<file path="src/rtl/md_pkg.sv">
// Shared opcode, FSM-state and op-class definitions for the multiply/divide unit.
// Every file of the md_unit slice imports this package.
package md_pkg;

  localparam logic [3:0] OP_NONE  = 4'd0;
  localparam logic [3:0] OP_MULT  = 4'd1;
  localparam logic [3:0] OP_MULTU = 4'd2;
  localparam logic [3:0] OP_DIV   = 4'd3;
  localparam logic [3:0] OP_DIVU  = 4'd4;
  localparam logic [3:0] OP_MTHI  = 4'd5;
  localparam logic [3:0] OP_MTLO  = 4'd6;
  localparam logic [3:0] OP_MADD  = 4'd7;
  localparam logic [3:0] OP_MADDU = 4'd8;
  localparam logic [3:0] OP_MSUB  = 4'd9;
  localparam logic [3:0] OP_MSUBU = 4'd10;

  localparam logic [1:0] ST_IDLE = 2'd0;
  localparam logic [1:0] ST_MUL  = 2'd1;
  localparam logic [1:0] ST_DIV  = 2'd2;
  localparam logic [1:0] ST_DONE = 2'd3;

  function automatic logic is_acc(input logic [3:0] op);
    return (op >= OP_MADD) && (op <= OP_MSUBU);
  endfunction

  function automatic logic is_mul(input logic [3:0] op);
    return (op == OP_MULT) || (op == OP_MULTU) || is_acc(op);
  endfunction

  function automatic logic is_div(input logic [3:0] op);
    return (op == OP_DIV) || (op == OP_DIVU);
  endfunction

  function automatic logic is_signed(input logic [3:0] op);
    return (op == OP_MULT) || (op == OP_DIV) || (op == OP_MADD) || (op == OP_MSUB);
  endfunction

  function automatic logic is_sub(input logic [3:0] op);
    return (op == OP_MSUB) || (op == OP_MSUBU);
  endfunction

endpackage

</file>
<file path="src/rtl/md_divider.sv">
// Restoring radix-2 divider on operand magnitudes, one quotient bit per cycle.
// Sign fixup, divide-by-zero and MIN/-1 results are resolved on the output side.
module md_divider
  import md_pkg::*;
#(
  parameter int WIDTH = 32
) (
  input  logic             clk,
  input  logic             reset,
  input  logic             load,
  input  logic [WIDTH-1:0] dividend,
  input  logic [WIDTH-1:0] divisor,
  input  logic             signed_op,
  output logic [WIDTH-1:0] quotient,
  output logic [WIDTH-1:0] remainder,
  output logic             done
);

  localparam int CNT_W = $clog2(WIDTH + 1);
  localparam logic [WIDTH-1:0] MIN_VAL = {1'b1, {(WIDTH-1){1'b0}}};

  logic [WIDTH-1:0] r_rem;
  logic [WIDTH-1:0] r_quo;
  logic [WIDTH-1:0] r_dvs;
  logic [WIDTH-1:0] r_dividend;
  logic [CNT_W-1:0] r_cnt;
  logic             r_active;
  logic             r_neg_q;
  logic             r_neg_r;
  logic             r_dvz;
  logic             r_ovf;

  logic [WIDTH-1:0] w_a_mag;
  logic [WIDTH-1:0] w_b_mag;
  logic [WIDTH:0]   w_shift;
  logic [WIDTH:0]   w_diff;

  assign w_a_mag = (signed_op && dividend[WIDTH-1]) ? (-dividend) : dividend;
  assign w_b_mag = (signed_op && divisor[WIDTH-1])  ? (-divisor)  : divisor;
  // Trial subtraction is one bit wider so the borrow shows up as the sign bit.
  assign w_shift = {r_rem, r_quo[WIDTH-1]};
  assign w_diff  = w_shift - {1'b0, r_dvs};

  always_ff @(posedge clk) begin
    if (reset) begin
      r_rem      <= '0;
      r_quo      <= '0;
      r_dvs      <= '0;
      r_dividend <= '0;
      r_cnt      <= '0;
      r_active   <= 1'b0;
      r_neg_q    <= 1'b0;
      r_neg_r    <= 1'b0;
      r_dvz      <= 1'b0;
      r_ovf      <= 1'b0;
    end else if (load) begin
      r_rem      <= '0;
      r_quo      <= w_a_mag;
      r_dvs      <= w_b_mag;
      r_dividend <= dividend;
      r_cnt      <= CNT_W'(WIDTH);
      r_active   <= 1'b1;
      r_neg_q    <= signed_op && (dividend[WIDTH-1] ^ divisor[WIDTH-1]);
      r_neg_r    <= signed_op && dividend[WIDTH-1];
      r_dvz      <= (divisor == '0);
      r_ovf      <= signed_op && (dividend == MIN_VAL) && (divisor == '1);
    end else if (r_cnt != '0) begin
      if (!w_diff[WIDTH]) begin
        r_rem <= w_diff[WIDTH-1:0];
        r_quo <= {r_quo[WIDTH-2:0], 1'b1};
      end else begin
        r_rem <= w_shift[WIDTH-1:0];
        r_quo <= {r_quo[WIDTH-2:0], 1'b0};
      end
      r_cnt <= r_cnt - CNT_W'(1);
    end
  end

  assign done = r_active && (r_cnt == '0);

  always_comb begin
    quotient  = r_quo;
    remainder = r_rem;
    if (r_dvz) begin
      quotient  = '1;
      remainder = r_dividend;
    end else if (r_ovf) begin
      quotient  = MIN_VAL;
      remainder = '0;
    end else begin
      quotient  = r_neg_q ? (-r_quo) : r_quo;
      remainder = r_neg_r ? (-r_rem) : r_rem;
    end
  end

endmodule

</file>
<file path="src/rtl/md_unit.sv">
// HI/LO multiply/divide unit: multi-cycle mul/madd/msub/div with stall handshake,
// cancel support and single-cycle mthi/mtlo.
module md_unit
  import md_pkg::*;
#(
  parameter int WIDTH    = 32,
  parameter int MULT_LAT = 5
) (
  input  logic             clk,
  input  logic             reset,
  input  logic [3:0]       op,
  input  logic [WIDTH-1:0] a,
  input  logic [WIDTH-1:0] b,
  input  logic             cancel,
  output logic [WIDTH-1:0] hi,
  output logic [WIDTH-1:0] lo,
  output logic             start,
  output logic             busy,
  output logic             start_ok
);

  localparam int CNT_W = $clog2(WIDTH + MULT_LAT + 1);

  logic [1:0]         r_state;
  logic [1:0]         w_state_nxt;
  logic [CNT_W-1:0]   r_cnt;
  logic [CNT_W-1:0]   w_cnt_nxt;
  logic               r_busy;
  logic [3:0]         r_op;
  logic [2*WIDTH-1:0] r_prod;
  logic [2*WIDTH-1:0] r_hilo;
  logic [WIDTH-1:0]   r_hi;
  logic [WIDTH-1:0]   r_lo;

  logic               w_idle;
  logic               w_accept;
  logic               w_mt;
  logic               w_write;
  logic               w_div_load;
  logic               w_div_done;
  logic               w_ext_a;
  logic               w_ext_b;
  logic [2*WIDTH-1:0] w_prod;
  logic [2*WIDTH-1:0] w_result;
  logic [WIDTH-1:0]   w_quo;
  logic [WIDTH-1:0]   w_rem;

  assign w_idle     = (r_state == ST_IDLE);
  assign start      = is_mul(op) || is_div(op);
  assign w_accept   = w_idle && !cancel && start;
  assign w_mt       = w_idle && !cancel && ((op == OP_MTHI) || (op == OP_MTLO));
  assign w_div_load = w_accept && is_div(op);

  // One behavioural product; signedness is just the extension bit.
  assign w_ext_a = is_signed(op) & a[WIDTH-1];
  assign w_ext_b = is_signed(op) & b[WIDTH-1];
  assign w_prod  = {{WIDTH{w_ext_a}}, a} * {{WIDTH{w_ext_b}}, b};

  md_divider #(.WIDTH(WIDTH)) u_div (
    .clk       (clk),
    .reset     (reset),
    .load      (w_div_load),
    .dividend  (a),
    .divisor   (b),
    .signed_op (is_signed(op)),
    .quotient  (w_quo),
    .remainder (w_rem),
    .done      (w_div_done)
  );

  always_comb begin
    w_state_nxt = r_state;
    w_cnt_nxt   = r_cnt;
    case (r_state)
      ST_IDLE: begin
        if (w_accept) begin
          w_state_nxt = is_div(op) ? ST_DIV : ST_MUL;
          w_cnt_nxt   = is_div(op) ? CNT_W'(WIDTH - 1) : CNT_W'(MULT_LAT - 1);
        end else begin
          w_state_nxt = ST_IDLE;
        end
      end
      ST_MUL, ST_DIV: begin
        if (cancel) begin
          w_state_nxt = ST_IDLE;
          w_cnt_nxt   = '0;
        end else if (r_cnt == '0) begin
          w_state_nxt = ST_DONE;
        end else begin
          w_cnt_nxt = r_cnt - CNT_W'(1);
        end
      end
      ST_DONE: begin
        w_state_nxt = ST_IDLE;
      end
      default: begin
        w_state_nxt = ST_IDLE;
        w_cnt_nxt   = '0;
      end
    endcase
  end

  always_comb begin
    w_result = r_prod;
    if (is_div(r_op)) begin
      w_result = {w_rem, w_quo};
    end else if (is_acc(r_op)) begin
      w_result = is_sub(r_op) ? (r_hilo - r_prod) : (r_hilo + r_prod);
    end else begin
      w_result = r_prod;
    end
  end

  // A cancel landing on the DONE cycle still suppresses the write.
  assign w_write = (r_state == ST_DONE) && !cancel && (!is_div(r_op) || w_div_done);

  always_ff @(posedge clk) begin
    if (reset) begin
      r_state <= ST_IDLE;
      r_cnt   <= '0;
      r_busy  <= 1'b0;
    end else begin
      r_state <= w_state_nxt;
      r_cnt   <= w_cnt_nxt;
      r_busy  <= (w_state_nxt != ST_IDLE);
    end
  end

  always_ff @(posedge clk) begin
    if (reset) begin
      r_op   <= OP_NONE;
      r_prod <= '0;
      r_hilo <= '0;
    end else if (w_accept) begin
      r_op   <= op;
      r_prod <= w_prod;
      r_hilo <= {r_hi, r_lo};
    end
  end

  always_ff @(posedge clk) begin
    if (reset) begin
      r_hi <= '0;
      r_lo <= '0;
    end else if (w_write) begin
      r_hi <= w_result[2*WIDTH-1:WIDTH];
      r_lo <= w_result[WIDTH-1:0];
    end else if (w_mt) begin
      if (op == OP_MTHI) begin
        r_hi <= a;
      end else begin
        r_lo <= a;
      end
    end
  end

  assign hi       = r_hi;
  assign lo       = r_lo;
  assign busy     = r_busy;
  assign start_ok = !r_busy;

endmodule

</file>
<file path="config.mk">
export PLATFORM = sky130hd
export DESIGN_NAME = md_unit
export DESIGN_NICKNAME = d
export VERILOG_FILES = /design/src/rtl/md_pkg.sv /design/src/rtl/md_divider.sv /design/src/rtl/md_unit.sv
export SDC_FILE = /design/constraint.sdc
export NUM_CORES = 2
export LEC_CHECK = 0
export ABC_CLOCK_PERIOD_IN_PS = 10210
export BUFFER_PORTS_ARGS = -buffer_cell sky130_fd_sc_hd__buf_2
export CAP_MARGIN = 20
export CORE_AREA = 5 5 450 319
export DETAILED_ROUTE_END_ITERATION = 10
export DIE_AREA = 0 0 455 324
export PLACE_DENSITY = 0.7
export SKIP_LAST_GASP = 1
export SLEW_MARGIN = 15
export SYNTH_ARGS = -nofsm -noshare
export SYNTH_HDL_FRONTEND = slang
export SYNTH_SLANG_ARGS = --single-unit
export TNS_END_PERCENT = 5
</file>
<file path="constraint.sdc">
create_clock -name clk -period 10.21 [get_ports clk]
set_input_delay 2.042 -clock clk [delete_from_list [all_inputs] [get_ports clk]]
set_output_delay 2.042 -clock clk [all_outputs]
set_load 0.02 [all_outputs]
</file>
# Word-level counts from Yosys, hierarchy flattened
# Index checks and enable logic that the tools add are counted.
[classes]
addsub = 9
multipliers = 1
n_lt_le_gt_ge = 4
n_eq_ne = 20
muxes = 33
n_bitwise = 3
reduce_logical = 43
[op_table]
columns = ["op", "n"]
rows = [
  ["32-bit 2-to-1 mux", 17],
  ["64-bit 2-to-1 mux", 3],
  ["32-bit negator", 4],
  ["64-bit adder", 1],
  ["32-bit == test (second input constant)", 2],
  ["33-bit by 33-bit multiplier with 64-bit output", 1],
  ["64-bit subtractor", 1],
  ["33-bit by 32-bit subtractor with 33-bit output", 1],
  ["32-bit logical NOT", 1],
  ["6-bit 2-to-1 mux", 5],
  ["4-bit by 3-bit == test with 1-bit output (second input constant)", 5],
  ["1-bit logical AND", 14],
  ["4-bit by 2-bit == test with 1-bit output (second input constant)", 3],
  ["4-bit == test (second input constant)", 3],
  ["6-bit logical NOT", 2],
  ["6-bit one-hot mux with 2 select lines", 1],
  ["6-bit by 1-bit subtractor with 6-bit output (second input constant)", 2],
  ["1-bit logical OR", 11],
  ["2-bit nonzero test", 5],
  ["4-bit by 3-bit greater-or-equal comparator with 1-bit output (second input constant)", 2],
  ["4-bit less-or-equal comparator (second input constant)", 2],
  ["2-bit 2-to-1 mux", 4],
  ["2-bit one-hot mux with 3 select lines", 1],
  ["6-bit nonzero test", 1],
  ["other kinds (15)", 21],
]
[totals]
register_bits = 344
input_bits = 71
out_inout_bits = 67

# Depth between registers and ports, before layout
[logic_depth]
word_depth = 8
ltp_mapped = 36
depth_no_buf = 31

# Modules after synthesis
# Synthesis repeated with hierarchy kept, for this count alone.
[hier_totals]
cells_unflattened = 7610
area_unflattened_um2 = 62733.9
[by_module_without_submodules]
columns = ["mod", "instances", "cells_per_inst", "area_per_inst_um2"]
rows = [
  ["md_unit", 1, 6196, 52301.4],
  ["md_divider", 1, 1414, 10432.5],
]

# Least setup slack after synthesis
# No wires, ideal clock.
[synth_timing]
path_kind = "input to register"
start = "in op[1]"
end = "reg r_prod[60]"
arrival_ns = 10.644
required_time_ns = 10.088
setup_slack_ns = -0.556
stages = 34
n_path_buf = 4
path_cell_list = "clkbuf_1 > o21ai_0 > a21oi_1 > and2_1 > clkbuf_1 > clkbuf_1 > buf_1 > nand2_1 > inv_1 > fa_1 > inv_1 > fa_1 > inv_1 > fa_1 > inv_1 > fa_1 > inv_1 > fa_1 > fa_1 > inv_1 > fa_1 > fa_1 > inv_1 > ha_1 > and3_1 > nand3_1 > nor3_1 > a221o_1 > or3_1 > a221oi_1 > o31ai_1 > o21ai_1 > a2111oi_0 > a311o_1"
[synth_via]
elab_chain_cells = 6
word_cells_on_any_way = 20
cone_classes = "mul: 1; order compare: 2; eq/ne: 6; bitwise: 2; reduce/logical: 9"
[synth_lines]
columns = ["element", "line", "source"]
rows = [
  ["start: declaration", "md_unit.sv:11", "input logic [3:0] op,"],
  ["4-bit by 1-bit == test with 1-bit output / 4-bit by 2-bit == test with 1-bit output (equally long branches)", "md_pkg.sv:27, md_pkg.sv:35, md_pkg.sv:31", ""],
  ["1-bit logical OR (3 in a row)", "md_pkg.sv:35", "return (op == OP_MULT) || (op == OP_DIV) || (op == OP_MADD) || (op == OP_MSUB);"],
  ["1-bit bitwise AND (on tied branches)", "md_unit.sv:55, md_unit.sv:56", ""],
  ["33-bit by 33-bit multiplier with 64-bit output", "md_unit.sv:57", "assign w_prod = {{WIDTH{w_ext_a}}, a} * {{WIDTH{w_ext_b}}, b};"],
  ["end signal: assignment", "md_unit.sv:136", "r_prod <= w_prod;"],
  ["end: declaration", "md_unit.sv:30", "logic [2*WIDTH-1:0] r_prod;"],
]
# Parallel ways exist; a longest one is shown, timed or not.
# A chain may end at the register's enable or synchronous reset.

# Final worst setup path
[layout_timing]
start = "in op[2]"
end = "reg r_prod[60]"
# The elaborated chain is that of the path after synthesis.

==> results.md <==
* Run status: finished clean
* I/O Buffers at between 100 and 150
* Register area at between 6000 and 7000 sq um
* Post-CTS Setup Inserts at 0
* Dominant cell by count in the synthesized netlist: nand2_1
* Crit. End Element: flop
* Post-cts sizing count at 0
* Simple-gate area share of the yosys netlist at 17.4%
* Die Span X at 455 microns
* Final non-filler cell total at 9348
* Largest net degree at the start of global routing at 91
* Area of the multi-input gates at 48700 sq um
* Synthesis-to-finish area growth at 7.58%
* Mapped Area at 61900 sq um
* Initial DRC Count at 4968
* Via/cell ratio at ~5.6
* Die H at 324 microns
* CTS H-tree lvls at 1
* Hold buffer count at cts at 0
* Number of CTS-inserted buffers at 31
* Hold crit path type: reg -> reg
* Avg WL per Cell at 21.0 microns
* Global-route wire length before repair at 310 mm
* Total of max-cap violations at 0
* Fill cells at 13400
* Routed vias at 52600
* Placed cells at a little over 9000
* Yosys top cell by area: fa_1
* Compound-Gate Fraction of Synth Area at 12.6%
* Core area at 139000 sq um
* Multiplexer share of the synthesized area at 1.15%
* Cell area after layout at 66600 sq um
* Vias in the first global route at 53500
* Final setup fails at 0
* CP required at ~11000 ps
* Layout cell share with drive strength beyond 1 at 6.95%
* GRT Residual Overflow at 0
* Yosys top cell area share at 36.4%
* Main synth FF type: dfxtp_1
* Synthesized net count at 9010
* Skew-Pair Late Insertion Delay at 620 ps
* Clk sinks at 344
* FF+latch count, synth at approximately 340
* Max incr delay on CP at 530 ps
* Initial antenna violation count at 19
* Async SR Flop Fraction at 0%
* Pre-antenna DRT Iters at 6
* Worst Tran Pin Value at 1120 ps
* Placement Cell Area at 65500 sq um
* Syn Area/Cell at 8.26 sq um
* Fin crit share at 96.2%
* Critical-path top delay cell: fa_1
* Rows at 115
* Cell at the root of the clock tree: clkbuf_16
* Layout net count at 8958
* Cells after synthesis at about 7500
* XOR/XNOR share of the synthesized area at 4.48%
* Full die area at 147000 sq um
* Final Hold Viols at 0
* CTS tree: built
* Worst slew margin at roughly a quarter
* IO Count at 138
* Initial Util at between 40% and 50%
* Clock Pin Slew Worst Setup and Hold Paths at 80 ps
* Number of synthesized flops with an enable pin at 0
* Final Max Slew Viols at 0
* Post-Route WL at 196 mm
* Routability-driven placement congestion ratio at 0.976
* Synth area leaders: fa_1, dfxtp_1, nand2_1
* Critical path class: in -> reg
* CTS max path bufs at 3
* GRT Overall Usage at between 20% and 30%
* Register area share after synthesis at approximately 11%
* Hpwl dp at 161 mm
* Top cells by instance count after synthesis: nand2_1, inv_1, fa_1, a21oi_1, clkbuf_1
* Residual DRC at 0
* Crit-path most repeated cell: fa_1
* Critical path peak fanout at 20
* Fmax at between 100 and 150 MHz
* Startpoint types: primary input
* Post-Synth Adder-Cell Area at between 40% and 50%
* Largest family of logic cells by synthesized area: adder cells
* Data arrival time of the worst path at 10380 ps
* Final ANT Viol Nets at 0
* Synth warn at 0
* Tmin final at 9820 ps
* Skew final at 15.4 ps
* Post-synth cell types at slightly above 90
* RSZ-0062 raised after global routing: false
[cell type report]
| type | instances | share of cell area, % |
|---|---|---|
| well taps | 1872 | 3.52 |
| multi-input cells | 5441 | 73.2 |
| clock buffers | 45 | 1.33 |
| clock inverters | 10 | 0.274 |
| repair buffers | 405 | 4.43 |
| diodes | 13 | 0.0488 |
| flip-flops and latches | 344 | 10.3 |
| inverters | 1218 | 6.87 |
[stage by stage]
step	utilization, %	hold slack, ps	worst slack, ps	setup TNS [ps]
6_report	47.9	456	391	0
5_1_grt	47.8	478	35.2	0
4_1_cts	47.8	458	486	0
3_5_place_dp	47.0	447	-138	-565
3_3_place_gp	47.0	441	-31.1	-35.5
2_1_floorplan	-	432	8.16	0
[worst max-delay path: cells and delay by family]
family,cells,cell delay [ps]
simple gates,4,770
compound gates,9,1990
buf+inv,11,1350
fa+ha+maj,9,4230
[final timing paths]
kind                         from               to  slack (ps)  depth (start not counted)
setup / recovery            op[2]       r_prod[60]         390                         33
hold reg to reg   u_div.r_dvs[31]  u_div.r_dvs[31]         460                          2
setup reg to reg        r_prod[2]           hi[31]        3320                         18
hold / removal    u_div.r_dvs[31]  u_div.r_dvs[31]         460                          2
[placed cells by master (no fill, tap or decap), types with 22 or more instances in the layout]
| master | count |
|---|---|
| nand2_1 | 1360 |
| inv_1 | 1215 |
| fa_1 | 1125 |
| a21oi_1 | 461 |
| dfxtp_1 | 344 |
| and2_1 | 322 |
| ha_1 | 315 |
| nor2_1 | 278 |
| buf_4 | 249 |
| xnor2_1 | 186 |
| o21ai_0 | 186 |
| buf_2 | 136 |
| xor2_1 | 130 |
| nand3_1 | 90 |
| a211oi_1 | 82 |
| a21o_1 | 80 |
| nor3_1 | 70 |
| mux2i_1 | 62 |
| o31ai_1 | 49 |
| a31oi_1 | 47 |
| o21bai_1 | 39 |
| a311oi_1 | 38 |
| and3_1 | 37 |
| nand4_1 | 36 |
| nand2b_1 | 34 |
| o211ai_1 | 34 |
| clkbuf_16 | 31 |
| or3_1 | 30 |
| nor4_1 | 26 |
| o41ai_1 | 22 |
[flip-flops by register name, summed over array words and instances (netlist names)]
name / flops
r_hilo: 64
r_prod: 64
hi: 32
lo: 32
u_div.r_dividend: 32
u_div.r_dvs: 32
u_div.r_quo: 32
u_div.r_rem: 32
r_cnt: 6
u_div.r_cnt: 6
r_op: 4
r_state: 2
busy: 1
u_div.r_active: 1
u_div.r_dvz: 1
u_div.r_neg_q: 1
u_div.r_neg_r: 1
u_div.r_ovf: 1
[cell families after synthesis]
logic type,after synthesis
adder cells (fa/ha/maj),1446
buffers and inverters,1708
AND/OR/NAND/NOR,2379
AO/OA/AOI/OAI,1229
XOR/XNOR,317
flip-flops,344
multiplexers,70
[per-layer routing]
| layer | routed length, microns | global-route usage [%] | part of all wire [%] |
|---|---|---|---|
| met1 | 84900 | 38.4 | 43 |
| met4 | 6410 | 7.74 | 3.3 |
| met5 | 46 | 0 | 0.023 |
| met3 | 21600 | 6.91 | 11 |
| met2 | 83600 | 40.3 | 43 |
Power is left out: the tool's default activity adds up to more than one toggle a clock period on the data nets, which glitch-free logic cannot reach.
